--- src/rtl/wb_commit_queue.sv ---
// Writeback stage with load-data extraction, exception gating and a commit FIFO
// that decouples the MEM/WB register from the register-file/HI-LO write port.
module wb_commit_queue #(
  parameter int DEPTH  = 4,
  parameter int ADDR_W = 7,
  parameter int CNT_W  = 3
) (
  input  logic              clk,
  input  logic              rst,
  input  logic              in_valid,
  output logic              in_ready,
  input  logic              flush,
  input  logic [31:0]       aluout,
  input  logic [31:0]       memdata,
  input  logic [31:0]       rt_old,
  input  logic              mem_to_reg,
  input  logic [2:0]        mem_read_type,
  input  logic              reg_write,
  input  logic [ADDR_W-1:0] wr_addr,
  input  logic              exc_addr_sel,
  input  logic              exc_data_sel,
  input  logic [ADDR_W-1:0] exc_addr,
  input  logic [31:0]       exc_data,
  input  logic              hilo_we_in,
  input  logic [63:0]       hilo_in,
  input  logic [2:0]        exception_in,
  input  logic [31:0]       epc,
  input  logic [31:0]       pc_in,
  output logic              out_valid,
  input  logic              out_ready,
  output logic              rf_we,
  output logic [ADDR_W-1:0] rf_addr,
  output logic [31:0]       rf_data,
  output logic              hilo_we,
  output logic [63:0]       hilo_data,
  output logic [31:0]       pc_out,
  output logic [2:0]        exception_out,
  output logic              align_err,
  output logic [CNT_W-1:0]  count
);

  localparam int PTR_W = $clog2(DEPTH);

  typedef struct packed {
    logic              we;
    logic [ADDR_W-1:0] addr;
    logic [31:0]       data;
    logic              hilo_we;
    logic [63:0]       hilo;
    logic [31:0]       pc;
    logic [2:0]        exc;
    logic              align_err;
  } entry_t;

  logic [1:0]       off;
  logic [7:0]       ld_byte;
  logic [15:0]      ld_half;
  logic [31:0]      load_data;
  logic             misaligned;
  logic             exc_ok;
  entry_t           in_entry;
  entry_t           head;
  entry_t           mem [DEPTH];
  logic [PTR_W-1:0] wr_ptr;
  logic [PTR_W-1:0] rd_ptr;
  logic [CNT_W-1:0] count_reg;
  logic             push;
  logic             pop;

  assign off     = aluout[1:0];
  assign ld_byte = memdata[{off, 3'b000} +: 8];
  assign ld_half = off[1] ? memdata[31:16] : memdata[15:0];

  always_comb begin
    load_data  = memdata;
    misaligned = 1'b0;
    case (mem_read_type[1:0])
      2'b00: load_data = {{24{mem_read_type[2] & ld_byte[7]}}, ld_byte};
      2'b01: begin
        load_data  = {{16{mem_read_type[2] & ld_half[15]}}, ld_half};
        misaligned = mem_to_reg & off[0];
      end
      2'b10: load_data = memdata;
      default: begin
        // [2]=0 selects LWL (high bytes from memory), [2]=1 selects LWR
        if (!mem_read_type[2]) begin
          case (off)
            2'd0:    load_data = {memdata[7:0],  rt_old[23:0]};
            2'd1:    load_data = {memdata[15:0], rt_old[15:0]};
            2'd2:    load_data = {memdata[23:0], rt_old[7:0]};
            default: load_data = memdata;
          endcase
        end else begin
          case (off)
            2'd0:    load_data = memdata;
            2'd1:    load_data = {rt_old[31:24], memdata[31:8]};
            2'd2:    load_data = {rt_old[31:16], memdata[31:16]};
            default: load_data = {rt_old[31:8],  memdata[31:24]};
          endcase
        end
      end
    endcase
  end

  // Code 6 with a word-aligned EPC still commits its register write
  assign exc_ok = (exception_in == 3'd0) | ((exception_in == 3'd6) & (epc[1:0] == 2'b00));

  always_comb begin
    in_entry.we        = reg_write & ~misaligned & exc_ok;
    in_entry.addr      = exc_addr_sel ? exc_addr : wr_addr;
    in_entry.data      = exc_data_sel ? exc_data : (mem_to_reg ? load_data : aluout);
    in_entry.hilo_we   = hilo_we_in;
    in_entry.hilo      = hilo_in;
    in_entry.pc        = pc_in;
    in_entry.exc       = exception_in;
    in_entry.align_err = misaligned;
  end

  assign in_ready  = (count_reg < CNT_W'(DEPTH));
  assign out_valid = (count_reg != '0);
  assign push      = in_valid & in_ready & ~flush;
  assign pop       = out_valid & out_ready & ~flush;

  always_ff @(posedge clk or posedge rst) begin
    if (rst) begin
      wr_ptr    <= '0;
      rd_ptr    <= '0;
      count_reg <= '0;
    end else if (flush) begin
      wr_ptr    <= '0;
      rd_ptr    <= '0;
      count_reg <= '0;
    end else begin
      if (push) wr_ptr <= wr_ptr + PTR_W'(1);
      if (pop)  rd_ptr <= rd_ptr + PTR_W'(1);
      if (push & ~pop)
        count_reg <= count_reg + CNT_W'(1);
      else if (pop & ~push)
        count_reg <= count_reg - CNT_W'(1);
    end
  end

  // Storage needs no reset: the head is masked whenever the queue is empty
  always_ff @(posedge clk) begin
    if (push) mem[wr_ptr] <= in_entry;
  end

  assign head = out_valid ? mem[rd_ptr] : '0;

  assign rf_we         = head.we;
  assign rf_addr       = head.addr;
  assign rf_data       = head.data;
  assign hilo_we       = head.hilo_we;
  assign hilo_data     = head.hilo;
  assign pc_out        = head.pc;
  assign exception_out = head.exc;
  assign align_err     = head.align_err;
  assign count         = count_reg;

endmodule

--- config.mk ---
export PLATFORM = sky130hd
export DESIGN_NAME = wb_commit_queue
export DESIGN_NICKNAME = d
export VERILOG_FILES = /design/src/rtl/wb_commit_queue.sv
export SDC_FILE = /design/constraint.sdc
export NUM_CORES = 1
export LEC_CHECK = 0
export ABC_CLOCK_PERIOD_IN_PS = 10500
export CELL_PAD_IN_SITES_DETAIL_PLACEMENT = 1
export CELL_PAD_IN_SITES_GLOBAL_PLACEMENT = 1
export CORE_ASPECT_RATIO = 0.5
export CORE_MARGIN = 3
export CORE_UTILIZATION = 48
export CTS_CLUSTER_SIZE = 8
export DETAILED_ROUTE_END_ITERATION = 6
export GPL_TIMING_DRIVEN = 0
export PLACE_DENSITY_LB_ADDON = 0.05
export RECOVER_POWER = 25
export SKIP_LAST_GASP = 1
export SYNTH_ARGS = -nofsm -noshare
export SYNTH_HDL_FRONTEND = slang
export SYNTH_SLANG_ARGS = --single-unit
--- constraint.sdc ---
create_clock -name clk -period 10.5 [get_ports clk]
set_input_delay 1.575 -clock clk [delete_from_list [all_inputs] [get_ports clk]]
set_output_delay 1.575 -clock clk [all_outputs]
set_load 0.02 [all_outputs]
* Word level (Yosys, flattened, before mapping) *
Memories as Yosys holds them, arrays and structs flattened.
Cells that the tools add are included.

storage, ports and cells
  flip-flop bits (word level) = 7
  bits in writable memories = 564
  logic and storage cells = 59
  memories kept = 1

memory list
  name  words  width  read ports  clocked after Yosys merged registers in  wr ports  line  source
  mem   4      141    1           0                                        1         63    entry_t mem [DEPTH];

operators by class
  add/subtract/negate cells = 4
  $lt $le $gt $ge = 1
  eq/ne operators = 5
  shifts and indexed selects = 1
  muxes and demuxes = 19
  bitwise logic cells = 17
  reduce and logical (&&, ||, !) cells = 8

operators with widths
  cell                                                 number
  one-hot mux 32 bit (3 select lines)                  3
  two-way mux 141 bit                                  1
  two-way mux 32 bit                                   3
  variable part select 32 x 6 -> 8 bit                 1
  two-way mux 16 bit                                   1
  bitwise AND 1 bit                                    12
  two-way mux 3 bit                                    3
  two-way mux 2 bit                                    4
  two-way mux 7 bit                                    1
  logical NOT 2 bit                                    3
  nonzero test 3 bit                                   2
  adder 2 x 1 -> 2 bit, second input constant          2
  equality test 2 x 1 -> 1 bit, second input constant  2
  equality test 2 bit, second input constant           2
  NOT 1 bit                                            4
  nonzero test 2 bit                                   2
  adder 3 x 1 -> 3 bit, second input constant          1
  equality test 3 bit, second input constant           1
  logical NOT 3 bit                                    1
  less-than comparator 3 bit, second input constant    1
  two-way mux 1 bit                                    3
  subtractor 3 x 1 -> 3 bit, second input constant     1
  bitwise OR 1 bit                                     1

* Depth between registers and ports, before layout *
  word-level depth = 8
  depth in mapped cells = 8
  depth with buffers taken out = 7

* Worst setup path before layout *
No wires, ideal clock.

  path type = input to register
  from = input port in_valid
  to = memory mem[0][0] in the netlist's numbering (enable)
  setup time = 0.518 ns
  arrival = 5.387 ns
  data required time = 9.982 ns
  slack = 4.595 ns
  stages = 3
  path buffers = 0
  cells stage by stage = nor2b_1 > nor2b_1 > and2_1

on the way
  word-level cells in the longest chain between the ends = 4

RTL lines
  element                                  line  source
  from (decl)                              10    input logic in_valid,
  bitwise AND 1 bit (2 in a row)           121   assign push = in_valid & in_ready & ~flush;
  two-way mux 1 bit                        145   if (push) mem[wr_ptr] <= in_entry;
  two-way mux 1 bit (not written as such)  145
  to (decl)                                63

No other way between the ends.

* Worst setup path after layout *
  from = register count_reg[2], in the netlist count[2]
  to = output port hilo_data[39]

on the way
  word-level cells in the longest chain between the ends = 2

RTL lines
  element                 line  source
  from (decl)             66    logic [CNT_W-1:0] count_reg;
  from (signal assigned)  137   count_reg <= count_reg + CNT_W'(1);
  from (signal assigned)  139   count_reg <= count_reg - CNT_W'(1);
  nonzero test 3 bit      120   assign out_valid = (count_reg != '0);
  two-way mux 141 bit     148   assign head = out_valid ? mem[rd_ptr] : '0;
  to (decl)               35    output logic [63:0] hilo_data,

No other way between the ends.

==> impl_results.html <==
<table>
<tr><th>Metric</th><th>Value</th></tr>
<tr><th colspan="2">Die</th></tr>
<tr><td>Die Wd</td><td>approximately 320 um</td></tr>
<tr><td>Die area</td><td>between 50000 and 60000 um^2</td></tr>
<tr><td>Chip height</td><td>around 170 um</td></tr>
<tr><td>Initial Utilization</td><td>0.494</td></tr>
<tr><td>Placement Rows</td><td>57</td></tr>
<tr><td>Number of placed I/O pins</td><td>between 400 and 500</td></tr>
<tr><td>Core outline area</td><td>49400 um^2</td></tr>
<tr><th colspan="2">Drt</th></tr>
<tr><td>1st-pass router iterations</td><td>5</td></tr>
<tr><td>Routed wire length</td><td>71700 um</td></tr>
<tr><td>DRT met1 WL</td><td>28300 um</td></tr>
<tr><td>DR WL/cell</td><td>28.7 um</td></tr>
<tr><td>Met2 wire len</td><td>about 38000 um</td></tr>
<tr><td>DRT iter0 DRCs</td><td>~1100</td></tr>
<tr><td>Highest routed metal layer</td><td>met5</td></tr>
<tr><td>Post-detailed-route via-to-cell ratio</td><td>5.91</td></tr>
<tr><td>Detailed route wirelength on metal3</td><td>3560 um</td></tr>
<tr><td>DRC</td><td>0</td></tr>
<tr><td>Post-route ant nets</td><td>0</td></tr>
<tr><td>Via total after detailed routing</td><td>14800</td></tr>
<tr><th colspan="2">Timing</th></tr>
<tr><td>Setup-violating endpoint count in the final report</td><td>0</td></tr>
<tr><td>Worst-case headroom to the max-slew limit</td><td>0.321</td></tr>
<tr><td>Fin crit share</td><td>0.528</td></tr>
<tr><td>Worst hold-check slack</td><td>~0.65 ns</td></tr>
<tr><td>Slew Limit Fails</td><td>0</td></tr>
<tr><td>Final Hold Viols</td><td>0</td></tr>
<tr><td>Final setup skew</td><td>between 0.01 and 0.015 ns</td></tr>
<tr><td>Minimum clock period after layout</td><td>about 5.5 ns</td></tr>
<tr><td>Setup repair after global routing missed its margin</td><td>no</td></tr>
<tr><td>Timing-limited maximum frequency</td><td>between 150 and 200 MHz</td></tr>
<tr><td>Slew at the pin with the worst max-slew slack</td><td>just over 1 ns</td></tr>
<tr><td>Total negative slack</td><td>0 ns</td></tr>
<tr><th colspan="2">Worst setup path</th></tr>
<tr><td>Critical Path RT</td><td>approximately 8.9 ns</td></tr>
<tr><td>R2r endpoint</td><td>mem[0][34]$_DFFE_PP_</td></tr>
<tr><td>Slack of the worst reg-to-reg path</td><td>between 7 and 8 ns</td></tr>
<tr><td>Number of cells traversed by the worst register-to-register path</td><td>5</td></tr>
<tr><td>Biggest fanout along the worst timing path</td><td>10</td></tr>
<tr><td>Worst Setup Start Kind</td><td>register</td></tr>
<tr><td>Data arrival time at the worst-slack endpoint</td><td>slightly below 4 ns</td></tr>
<tr><td>CP endpoint kind</td><td>output port</td></tr>
<tr><td>Kind of critical path</td><td>register to output port</td></tr>
<tr><td>Startpoint of the worst register-to-register path</td><td>count[2]$_DFFE_PP0P_</td></tr>
<tr><th colspan="2">Layout</th></tr>
<tr><td>Number of nets in the finished design</td><td>~2100</td></tr>
<tr><td>Area growth from synthesis to layout</td><td>29.7%</td></tr>
<tr><td>Total area of sequential cells</td><td>around 17000 um^2</td></tr>
<tr><td>Most common cell after layout, fill and taps aside</td><td>sky130_fd_sc_hd__edfxtp_1</td></tr>
<tr><td>Leading cell types in the layout, fill and taps excluded</td><td>sky130_fd_sc_hd__edfxtp_1 (564), sky130_fd_sc_hd__clkdlybuf4s50_1 (313), sky130_fd_sc_hd__mux4_2 (149)</td></tr>
<tr><td>Largest register FFs</td><td>~560</td></tr>
<tr><td>Multi-input gate area</td><td>between 6000 and 7000 um^2</td></tr>
<tr><td>Share of post-route cells with drive strength above 1</td><td>0.179</td></tr>
<tr><td>Total of fill cells in the finished design</td><td>4321</td></tr>
<tr><th colspan="2">CTS</th></tr>
<tr><td>Sinks on the clock net</td><td>around 570</td></tr>
<tr><td>H-Tree Depth</td><td>3</td></tr>
<tr><td>Buffers from clock root to sink, at most</td><td>3</td></tr>
<tr><td>Post-cts sizing count</td><td>0</td></tr>
<tr><td>Number of buffers added for setup after CTS</td><td>0</td></tr>
<tr><td>TritonCTS clock tree</td><td>yes</td></tr>
<tr><td>Number of buffers inserted during clock tree synthesis</td><td>81</td></tr>
<tr><td>Clock slew seen by the registers of the worst setup and hold paths</td><td>about 0.050 ns</td></tr>
<tr><td>Root buf cell</td><td>sky130_fd_sc_hd__clkbuf_16</td></tr>
<tr><td>Clock network latency to the later pin of the worst-skew pair</td><td>approximately 0.6 ns</td></tr>
<tr><td>Number of buffers inserted for hold repair after clock tree synthesis</td><td>0</td></tr>
<tr><th colspan="2">Yosys</th></tr>
<tr><td>Post-synthesis cell count</td><td>1319</td></tr>
<tr><td>Post-synth EDFFs</td><td>564</td></tr>
<tr><td>Number of distinct library cells after synthesis</td><td>53</td></tr>
<tr><td>Proportion of register bits with asynchronous set or reset after synthesis</td><td>0.0123</td></tr>
<tr><td>Post-Syn Area per Cell</td><td>around 18 um^2</td></tr>
<tr><td>Post-synthesis instance area</td><td>24400 um^2</td></tr>
<tr><td>Warnings from Yosys</td><td>0</td></tr>
<tr><td>Synthesized netlist net count</td><td>approximately 1600</td></tr>
<tr><td>Synthesis-stage register bit count</td><td>571</td></tr>
<tr><td>Predominant post-synthesis flop cell</td><td>sky130_fd_sc_hd__edfxtp_1</td></tr>
<tr><td>Portion of the post-synthesis area used by sequential elements</td><td>0.702</td></tr>
<tr><th colspan="2">Global route</th></tr>
<tr><td>Global-route wire length before repair</td><td>approximately 110000 um</td></tr>
<tr><td>Pin count of the biggest net entering global routing</td><td>57</td></tr>
<tr><td>Number of global-route vias before repair</td><td>around 16000</td></tr>
<tr><td>Antenna violations before repair</td><td>13</td></tr>
<tr><td>Remaining global-route overflow</td><td>0</td></tr>
<tr><td>Overall fraction of global-route tracks in use</td><td>0.266</td></tr>
<tr><th colspan="2">Job</th></tr>
<tr><td>Max-capacitance violation count</td><td>0</td></tr>
<tr><th colspan="2">Worst hold path</th></tr>
<tr><td>Start point of the worst min-delay path</td><td>count[1]$_DFFE_PP0P_</td></tr>
<tr><td>Hold Crit Depth</td><td>2</td></tr>
<tr><td>Type of the most critical hold path</td><td>register to register</td></tr>
<tr><td>Endpoint with the worst hold slack</td><td>count[1]$_DFFE_PP0P_</td></tr>
<tr><th colspan="2">Run status</th></tr>
<tr><td>Run status</td><td>finished, final reports clean</td></tr>
<tr><th colspan="2">Placed design</th></tr>
<tr><td>Number of port buffers</td><td>slightly below 400</td></tr>
<tr><td>DP Wirelength</td><td>48800 um</td></tr>
<tr><td>Weighted congestion at the end of routability-driven global placement</td><td>0.954</td></tr>
<tr><th colspan="2">Power and ir drop</th></tr>
<tr><td>Maximum vdd ir drop</td><td>0.000129 V</td></tr>
<tr><td>Cell Pwr Density</td><td>~250 nW/um^2</td></tr>
<tr><td>Static leakage</td><td>around 0.010 uW</td></tr>
</table>
worst max-delay path: stages, from the launching register on:
cell and delay (ns):
sky130_fd_sc_hd__dfrtp_1 0.41, sky130_fd_sc_hd__or3_1 0.13, sky130_fd_sc_hd__clkbuf_1 0.65, sky130_fd_sc_hd__clkbuf_1 0.83, sky130_fd_sc_hd__clkbuf_1 0.44, sky130_fd_sc_hd__and2_1 0.23
sky130_fd_sc_hd__clkdlybuf4s50_1 0.67
cell type report:
class                           count  area share
Antenna cell                        4    0.000316
Buffer                             87      0.0120
Clock buffer                       87      0.0648
Clock inverter                      8     0.00411
Inverter                           12     0.00142
Multi-Input combinational cell    649       0.217
Sequential cell                   571       0.541
Tap cell                          678      0.0268
Timing Repair Buffer              405       0.133
metrics by stage:
| step | utilization | cells | instance area, um^2 | setup WS, ns | power (uW) |
|---|---|---|---|---|---|
| 6_report | 0.641 | 2501 | 31600 | 4.96 | 7860 |
| 5_1_grt | 0.641 | 2500 | 31600 | 4.76 | 8190 |
| 4_1_cts | 0.641 | 2497 | 31600 | 4.87 | 7960 |
| 3_5_place_dp | 0.597 | 2402 | 29500 | 5.51 | 5620 |
| 3_3_place_gp | 0.592 | 2393 | 29200 | 1.32 | 5590 |
| 2_1_floorplan | - | 1319 | 24400 | 4.60 | 4350 |
power by group:
| part | switching (uW) | internal (uW) | leakage (uW) |
|---|---|---|---|
| Sequential | 44.5 | 2700 | 0.00521 |
| Clock | 929 | 1370 | 0.00106 |
| Combinational | 1490 | 1330 | 0.00400 |
| Total | 2460 | 5400 | 0.0103 |
kinds of logic after synthesis:
logic type | Yosys count | synth area share
adders and majority gates | 5 | 0.00287
muxes | 218 | 0.168
AOI/OAI and AO/OA | 163 | 0.0488
buffers and inverters | 99 | 0.0174
xor gates and xnor gates | 4 | 0.00144
and+or+nand+nor | 259 | 0.0599
DFF | 571 | 0.702
cell usage after synthesis, drive strengths merged (7+ instances only):
| master | n | area share |
|---|---|---|
| a31oi | 10 | 0.0032 |
| dfrtp | 7 | 0.0072 |
| a221o | 27 | 0.011 |
| mux2i | 31 | 0.013 |
| mux4 | 149 | 0.14 |
| o21ai | 18 | 0.0037 |
| o22ai | 8 | 0.0021 |
| nor2 | 43 | 0.0069 |
| nand2 | 24 | 0.0038 |
| clkbuf | 53 | 0.0082 |
| a22oi | 9 | 0.0028 |
| a211oi | 27 | 0.0083 |
| buf | 34 | 0.0074 |
| nor2b | 11 | 0.0028 |
| and2 | 148 | 0.038 |
| inv | 10 | 0.0015 |
| and3 | 9 | 0.0023 |
| mux2 | 38 | 0.018 |
| a221oi | 8 | 0.0029 |
| edfxtp | 564 | 0.69 |
| a21oi | 34 | 0.0070 |
routing by layer:
layer | vias to the layer above | track usage
li1 | 6343 | -
met1 | 7795 | 0.330
met2 | 497 | 0.482
met3 | 134 | 0.0500
met4 | 4 | 0.0764
met5 | - | 0
how the worst max path moves through the flow:
stage                                     from  depth (start not counted)  slack, ns               endpoint
final                     count[2]$_DFFE_PP0P_                          6       4.96          hilo_data[39]
after global routing      count[2]$_DFFE_PP0P_                          6       4.76          hilo_data[37]
after CTS                 count[2]$_DFFE_PP0P_                          6       4.87          hilo_data[39]
after detailed placement  count[2]$_DFFE_PP0P_                          6       5.51          hilo_data[39]
after global placement                in_valid                          4       1.32  mem[2][103]$_DFFE_PP_
after floorplan                       in_valid                          3       4.60    mem[0][0]$_DFFE_PP_
Power figures use the tool's default switching activity.
